==> src/rtl/rom_pkg.sv <==
// Shared ROM geometry and requester-index helpers for the ROM port arbiter.
package rom_pkg;
  localparam int ROM_ADDR_W = 4;
  localparam int ROM_DATA_W = 8;
  localparam int MAX_REQ    = 8;
  localparam int IDX_W      = $clog2(MAX_REQ);

  typedef logic [IDX_W-1:0] req_idx_t;

  // Successor index modulo n (n <= MAX_REQ).
  function automatic req_idx_t next_idx(req_idx_t w, int n);
    if (int'(w) + 1 >= n) return '0;
    return w + req_idx_t'(1);
  endfunction
endpackage

==> src/rtl/rr_select.sv <==
// Combinational round-robin priority encoder: first eligible bit at or above ptr, wrapping.
module rr_select
  import rom_pkg::*;
#(
  parameter int NUM_REQ = 4
) (
  input  logic [NUM_REQ-1:0] elig,
  input  req_idx_t           ptr,
  output logic [NUM_REQ-1:0] onehot,
  output req_idx_t           idx,
  output logic               any
);

  always_comb begin
    int c;
    c      = 0;
    onehot = '0;
    idx    = '0;
    any    = 1'b0;
    for (int k = 0; k < NUM_REQ; k++) begin
      c = int'(ptr) + k;
      if (c >= NUM_REQ) c = c - NUM_REQ;
      if (!any && elig[c]) begin
        any       = 1'b1;
        idx       = req_idx_t'(c);
        onehot[c] = 1'b1;
      end
    end
  end

endmodule

==> src/rtl/rom_port_arbiter.sv <==
// Round-robin arbiter sharing one ROM read port among NUM_REQ requesters.
// Optional per-requester saturating grant counters under ROM_ACCESS_CNT_EN.
module rom_port_arbiter
  import rom_pkg::*;
#(
  parameter int NUM_REQ = 4,
  parameter int ADDR_W  = ROM_ADDR_W,
  parameter int DATA_W  = ROM_DATA_W
) (
  input  logic                      clk,
  input  logic                      rst,
  input  logic [NUM_REQ-1:0]        req,
  input  logic [NUM_REQ*ADDR_W-1:0] req_addr,
  output logic [NUM_REQ-1:0]        gnt,
  output logic [NUM_REQ-1:0]        rvalid,
  output logic [DATA_W-1:0]         rdata,
  output logic                      rom_en,
  output logic [ADDR_W-1:0]         rom_addr,
  input  logic [DATA_W-1:0]         rom_data
`ifdef ROM_ACCESS_CNT_EN
  ,
  output logic [NUM_REQ*8-1:0]      grant_cnt
`endif
);

  logic [NUM_REQ-1:0][ADDR_W-1:0] addr_arr;
  logic [NUM_REQ-1:0]             elig;
  logic [NUM_REQ-1:0]             win_oh;
  req_idx_t                       win_idx;
  logic                           win_any;
  req_idx_t                       ptr;
  logic [ADDR_W-1:0]              win_addr;

  assign addr_arr = req_addr;
  // A requester granted this cycle sits out one edge, so a lone source alternates.
  assign elig     = req & ~gnt;

  rr_select #(.NUM_REQ(NUM_REQ)) u_sel (
    .elig   (elig),
    .ptr    (ptr),
    .onehot (win_oh),
    .idx    (win_idx),
    .any    (win_any)
  );

  always_comb begin
    win_addr = '0;
    for (int i = 0; i < NUM_REQ; i++)
      if (win_oh[i]) win_addr = win_addr | addr_arr[i];
  end

  always_ff @(posedge clk or posedge rst) begin
    if (rst) begin
      gnt      <= '0;
      rom_en   <= 1'b0;
      rom_addr <= '0;
      ptr      <= '0;
    end else if (win_any) begin
      gnt      <= win_oh;
      rom_en   <= 1'b1;
      rom_addr <= win_addr;
      ptr      <= next_idx(win_idx, NUM_REQ);
    end else begin
      gnt      <= '0;
      rom_en   <= 1'b0;
    end
  end

  // Return path: rvalid trails gnt by one cycle; rdata captures only on a live read.
  always_ff @(posedge clk or posedge rst) begin
    if (rst) begin
      rvalid <= '0;
      rdata  <= '0;
    end else begin
      rvalid <= gnt;
      if (|gnt) rdata <= rom_data;
    end
  end

`ifdef ROM_ACCESS_CNT_EN
  logic [NUM_REQ-1:0][7:0] cnt;

  for (genvar i = 0; i < NUM_REQ; i++) begin : g_cnt
    always_ff @(posedge clk or posedge rst) begin
      if (rst)                          cnt[i] <= '0;
      else if (gnt[i] && cnt[i] != 8'hFF) cnt[i] <= cnt[i] + 8'd1;
    end
  end

  assign grant_cnt = cnt;
`endif

endmodule

==> config.mk <==
export PLATFORM = sky130hd
export DESIGN_NAME = rom_port_arbiter
export DESIGN_NICKNAME = d
export VERILOG_FILES = /design/src/rtl/rom_pkg.sv /design/src/rtl/rr_select.sv /design/src/rtl/rom_port_arbiter.sv
export SDC_FILE = /design/constraint.sdc
export NUM_CORES = 1
export LEC_CHECK = 0
export CAP_MARGIN = 30
export CORE_ASPECT_RATIO = 1.2
export CORE_MARGIN = 2
export CORE_UTILIZATION = 25
export CTS_CLUSTER_DIAMETER = 100
export DETAILED_ROUTE_END_ITERATION = 10
export PLACE_DENSITY = 0.44
export SLEW_MARGIN = 5
export SYNTH_ARGS = -nofsm -noshare
export SYNTH_HDL_FRONTEND = slang
export SYNTH_SLANG_ARGS = --single-unit
==> constraint.sdc <==
create_clock -name clk -period 7.65 [get_ports clk]
set_clock_uncertainty 0.15 [all_clocks]
set_input_delay 0.765 -clock clk [delete_from_list [all_inputs] [get_ports clk]]
set_output_delay 0.765 -clock clk [all_outputs]
set_load 0.01 [all_outputs]
==> summary.txt, run 1 <==
Unrepaired setup endpoints after global routing - false
Syn. warnings - 0
Worst vdd ir - 0.116 mV
Tmin final - 3580 ps
Port Buffers - 50
Crit-path cells - inv_2, ha_1, nand2b_1, nor4_1, nor2_1, o21ai_1, o32a_2, ha_1, nand3_1, a211o_1, o211ai_1
Layout cells sized above 1 - 14.4%
Crit. End Element - flop
Peak clock frequency supported by timing - 0.279 GHz
Final antenna-violating net count - 0
Post-synthesis mux area share - 8.15%
Die height - 93.2 um
Clk root buf - clkbuf_8
R2R depth - 11
Buf/Inv on CP - 1
Status - completed
Ys flop type - dfrtp_1
Total routed wirelength - 4440 um
PD cells - 385 mW/mm2
Min-Delay Path Class - flop to flop
Hold endpoint - rvalid[0]$_DFF_PP0_
Initial Utilization - 25.9%
Clk sink count - 24
Syn-to-layout area delta - 39.8%
Fillers - 644
Largest net degree at the start of global routing - 22
Initial antenna violation count - 0
# resized after CTS - 0
Yosys cell types - 49
Wire per inst - 15.1 um
Top Usage Layer GRT - met2
Adder-Cell Fraction of Synth Area - 10.6%
First-pass GRT wire length - 7210 um
Final worst path period share - 46.8%
# DRC - 0
Worst R2R Start - ptr[0]$_DFFE_PP0N_
H-Tree Depth - 1
Netlist Area Pre-Place - 0.00166 mm2
Vias - 1415
Clock Latency Late Sink - 260 ps
Critical Path AT - 3610 ps
Compound-Gate Fraction of Synth Area - 17.5%
Core Util, Final - 36.2%
Simple-gate share of the synthesized area - 21.1%
Hold path startpoint - gnt[0]$_DFF_PP0_
Synth Area per Inst - 10.6 um2
Iter 0 DRT Violations - 81
Crit path largest cell delay - 780 ps
Hold depth - 0
# diodes - 0
Via/cell ratio - 4.81
XOR/XNOR Fraction of Synth Area - 2.11%
Critical path depth - 11
Most used cell, CP - ha_1
Met1 GRT Util - 14.2%
Reg clk slew, reported paths - 90 ps
Reg2reg setup slack - 4070 ps
Die Area - 0.00730 mm2
Number of synthesized flops with an enable pin - 0
Register area share after synthesis - 36.2%
Leak pwr - 0.995 nW
Post-CTS Setup Bufs - 0
Synthesized instance count - 156
Mapped Nets - 200
Detail Placement HPWL - 3580 um
Final setup TNS - 0 ps
CP startpoint kind - flop
Std cell rows - 32
Ys async rst share - 100%
CTS buffer count - 3
Core Box Area - 0.00641 mm2
R2r endpoint - ptr[1]$_DFFE_PP0N_
Final Hold Viols - 0
Post-CTS Hold Buffers - 0
Max Slew Vio Count - 0
Crit path kind - flop to flop
Routability cong. - 0.863
Post-synthesis register bit count - 24
Drt first pass iters - 4
Global route overflow - 0
Slew @ Worst Pin - 663 ps
Max-cap viol count - 0
Max-slew headroom - 55.8%
Met3 Usage GRT - 2.32%
Worst Path Max Fanout - 21
Largest family of logic cells by synthesized area - simple AND/OR/NAND/NOR gates
Slowest-stage cell, CP - dfrtp_1
CP delay by family, top - compound AO/OA/AOI/OAI gates
Overall Global Routing Usage - 12.3%
CP required - 7680 ps
Finish-stage setup viols - 0
Die Wd - 78.3 um
GR Util met2 - 23.6%
CTS tree - built
CTS max path bufs - 2
Vias in the first global route - 1463
Nets - 254
# IOs - 51
[state kept, by name, summed over array words and instances (netlist names)]
name      cells
gnt           4
ptr           3
rdata         8
rom_addr      4
rom_en        1
rvalid        4
[how the worst max path moves through the flow]
| stage | startpoint | endpoint | slack, ps |
|---|---|---|---|
| 3_3_place_gp | req[1] | rom_addr[2]$_DFFE_PP0N_ | 4090 |
| 5_1_grt | ptr[0]$_DFFE_PP0N_ | ptr[1]$_DFFE_PP0N_ | 3800 |
| 4_1_cts | ptr[0]$_DFFE_PP0N_ | ptr[1]$_DFFE_PP0N_ | 4120 |
| 2_1_floorplan | ptr[1]$_DFFE_PP0N_ | ptr[1]$_DFFE_PP0N_ | 4580 |
| 6_report | ptr[0]$_DFFE_PP0N_ | ptr[1]$_DFFE_PP0N_ | 4070 |
| 3_5_place_dp | req[1] | ptr[1]$_DFFE_PP0N_ | 4080 |
[synthesized netlist by cell type, types with 3 or more instances]
master | instances | area (um2)
a21oi_1 | 3 | 15.0
a221o_1 | 4 | 40.0
and2b_1 | 3 | 22.5
dfrtp_1 | 24 | 601
ha_1 | 14 | 175
inv_1 | 10 | 37.5
mux2_2 | 8 | 90.1
nand2_1 | 10 | 37.5
nand2b_1 | 8 | 50.1
nor2_1 | 10 | 37.5
nor2b_1 | 3 | 18.8
nor3_1 | 3 | 15.0
nor4_1 | 4 | 25.0
o22ai_1 | 6 | 37.5
xnor2_1 | 3 | 26.3
[placed cells by master (no fill, tap or decap), types with 3 or more instances in the layout]
cell              n
clkdlybuf4s50_1  50
dfrtp_1          24
ha_1             14
inv_1            10
nand2_1          10
nor2_1           10
nand2b_1          8
mux2_2            8
o22ai_1           6
nor4_1            4
a221o_1           4
clkbuf_8          4
nor2b_1           3
nor3_1            3
a21oi_1           3
xnor2_1           3
and2b_1           3
[kinds of logic after synthesis]
logic type,after synthesis
compound gates,32
flops,24
buf+inv,15
mux,10
fa+ha+maj,14
xor+xnor,4
simple gates,57
[stage by stage]
stage / std cells / setup slack (ps) / area (um2) / hold WS (ps) / power (mW)
after floorplan: 156 / 4580 / 1660 / 332 / 0.611
after global placement: 288 / 4090 / 2240 / 340 / 0.799
after detailed placement: 289 / 4080 / 2260 / 328 / 0.807
after CTS: 293 / 4120 / 2310 / 356 / 0.898
after global routing: 294 / 3800 / 2320 / 364 / 0.960
final: 294 / 4070 / 2320 / 334 / 0.893
[layer usage]
layer  share of wire, %  wire (um)  vias to the layer above
met2                 56       2480                       45
met3                4.4        197                        2
met5                  0          0                        -
li1                   -          -                      678
met4               0.52         23                        0
met1                 39       1740                      690
[cell type report]
cell class              count  area, um2  area share [%]
clock buffers               4       55.1            2.37
flip-flops and latches     24        601            25.9
multi-input cells         117        985            42.5
inverters                  11       41.3            1.78
well taps                  85        106            4.59
repair buffers             53        531            22.9
[power breakdown]
group,total [mW],internal (mW),switching (mW)
Clock,0.0872,0.0459,0.0413
Combinational,0.568,0.300,0.268
Sequential,0.238,0.182,0.0554
Total,0.893,0.528,0.365
Power figures use the tool's default switching activity.
==> inputs of run 2 (changes only) <==
- PLACE_DENSITY: 0.44 -> 0.46
- clock period: 7.65 -> 3.05 ns (I/O delays scaled with it)
==> summary.txt, run 2 (synthesized netlist as in run 1, its figures left out) <==
Die Wd - 78.3 um (unchanged)
Finish-stage setup viols - 0 (unchanged)
Worst vdd ir - 0.460 mV (+300%)
Port Buffers - 50 (unchanged)
Syn-to-layout area delta - 46.8%
Overall Global Routing Usage - 11.9% (-0.42 points)
Initial antenna violation count - 0 (unchanged)
Drt first pass iters - 4 (unchanged)
Commonest non-fill, non-tap cell in the layout - clkdlybuf4s50_1
Worst R2R Start - ptr[0]$_DFFE_PP0N_
Die Area - 0.00730 mm2 (unchanged)
R2R depth - 10 (-1)
Via/cell ratio - 4.60 (-4.4%)
Slowest-stage cell, CP - clkdlybuf4s50_1
# DRC - 0 (unchanged)
Final Hold Viols - 0 (unchanged)
Vias in the first global route - 1363 (-6.8%)
Vias - 1404 (-0.78%)
Peak clock frequency supported by timing - 0.377 GHz
Layout cells sized above 1 - 19.1% (+4.7 points)
Largest net degree at the start of global routing - 21 (-4.5%)
Global route overflow - 0 (unchanged)
Core Box Area - 0.00641 mm2 (unchanged)
CTS buffer count - 3 (unchanged)
Total routed wirelength - 4340 um (-2.3%)
Crit. End Element - flop
Max Slew Vio Count - 0 (unchanged)
Final Non-Filler Cells - 305 (+3.7%)
Final antenna-violating net count - 0 (unchanged)
Crit path kind - primary input to flop
Commonest cells after routing, fill and taps aside - clkdlybuf4s50_1, dfrtp_1, ha_1
Leak pwr - 1.06 nW (+6.7%)
Detail Placement HPWL - 3480 um (-2.8%)
Final setup TNS - 0 ps (unchanged)
Critical Path AT - 2660 ps (-950 ps)
CTS max path bufs - 2 (unchanged)
Placed cell count - 301 (+4.2%)
Reg clk slew, reported paths - 80 ps (about the same)
# diodes - 0 (unchanged)
Reg2reg setup slack - 410 ps (-3660 ps)
Largest Register - rdata
Routability cong. - 0.849 (-1.6%)
PD cells - 973 mW/mm2 (+150%)
Worst Path Max Fanout - 7 (-67%)
Status - completed
Crit path largest cell delay - 550 ps (-230 ps)
CP startpoint kind - primary input
# resized after CTS - 0 (unchanged)
Tmin final - 2660 ps
Crit-path cells - clkdlybuf4s50_1, nor2b_4, mux4_2, nor2_2, a32o_1, a311oi_2, buf_4, and2b_1, a221o_1
Largest register FFs - 8 (unchanged)
CTS tree - built
Nets - 265 (+4.3%)
Max-slew headroom - 65.3% (+9.5 points)
Clk root buf - clkbuf_8
R2r endpoint - ptr[1]$_DFFE_PP0N_
Slew @ Worst Pin - 521 ps (-142 ps)
Unrepaired setup endpoints after global routing - false
Clock Latency Late Sink - 260 ps (about the same)
Std cell rows - 32 (unchanged)
H-Tree Depth - 1 (unchanged)
Initial Utilization - 25.9% (unchanged)
Final worst path period share - 87.1%
Max-cap viol count - 0 (unchanged)
Min-Delay Path Class - primary input to async pin
Die height - 93.2 um (unchanged)
CP required - 3050 ps (-4630 ps)
# IOs - 51 (unchanged)
Wire per inst - 14.2 um (-5.8%)
First-pass GRT wire length - 6840 um (-5.2%)
Post-CTS Setup Bufs - 0 (unchanged)
Post-CTS Hold Buffers - 0 (unchanged)
Clk sink count - 24 (unchanged)
Iter 0 DRT Violations - 55 (-32%)
run 2: changes by cell type in the layout (fill, tap and decap cells not counted), sizes merged:
| cell | delta |
|---|---|
| buf | +12 |
| clkbuf | -2 |
| bufinv | +1 |
run 2: per-stage QoR:
stage	instance area [um2]	util, %	power [mW]	hold WS [ps]	setup slack [ps]
final	2430	38.0	2.37	192	394
after global routing	2430	38.0	2.55	227	245
after CTS	2430	38.0	2.40	205	400
after detailed placement	2360	36.9	2.12	307	125
after global placement	2330	36.4	2.12	308	126
after floorplan	1660	-	1.53	170	33.0
run 2: area by class of cell:
class / count / area, um2
Clock buffer: 3 / 41.3
Clock inverter: 1 / 30.0
Fill cell: 653 / 3970
Inverter: 11 / 41.3
Multi-Input combinational cell: 117 / 988
Sequential cell: 24 / 601
Tap cell: 85 / 106
Timing Repair Buffer: 64 / 626
run 2: per-layer routing:
metal / vias to the layer above / global-route usage [%] / part of all wire, % / routed length [um]
li1: 702 / - / - / -
met1: 671 / 15.1 / 43 / 1870
met2: 29 / 21.0 / 53 / 2300
met3: 2 / 2.61 / 3.6 / 155
met4: 0 / 2.05 / 0.37 / 16
met5: - / 0 / 0 / 0
run 2: how the worst max path moves through the flow:
stage | slack, ps | start | endpoint | cells past startpoint
CTS | 400 | req[3] | rom_addr[3]$_DFFE_PP0N_ | 9
floorplan | 30 | ptr[1]$_DFFE_PP0N_ | ptr[1]$_DFFE_PP0N_ | 11
finish | 390 | req[3] | rom_addr[3]$_DFFE_PP0N_ | 9
detailed placement | 130 | req[1] | ptr[1]$_DFFE_PP0N_ | 11
global placement | 130 | req[3] | rom_addr[3]$_DFFE_PP0N_ | 8
global route | 250 | ptr[0]$_DFFE_PP0N_ | ptr[1]$_DFFE_PP0N_ | 10
run 2: worst max-delay path, delay by kind of cell:
kind	cells	cell delay, ps
AO/OA/AOI/OAI	3	770
AND/OR/NAND/NOR	3	520
multiplexers	1	340
buffers and inverters	2	730
run 2: power breakdown:
group | internal [mW] | switching [mW]
clock network | 0.175 | 0.102
registers | 0.459 | 0.0781
logic | 0.823 | 0.730
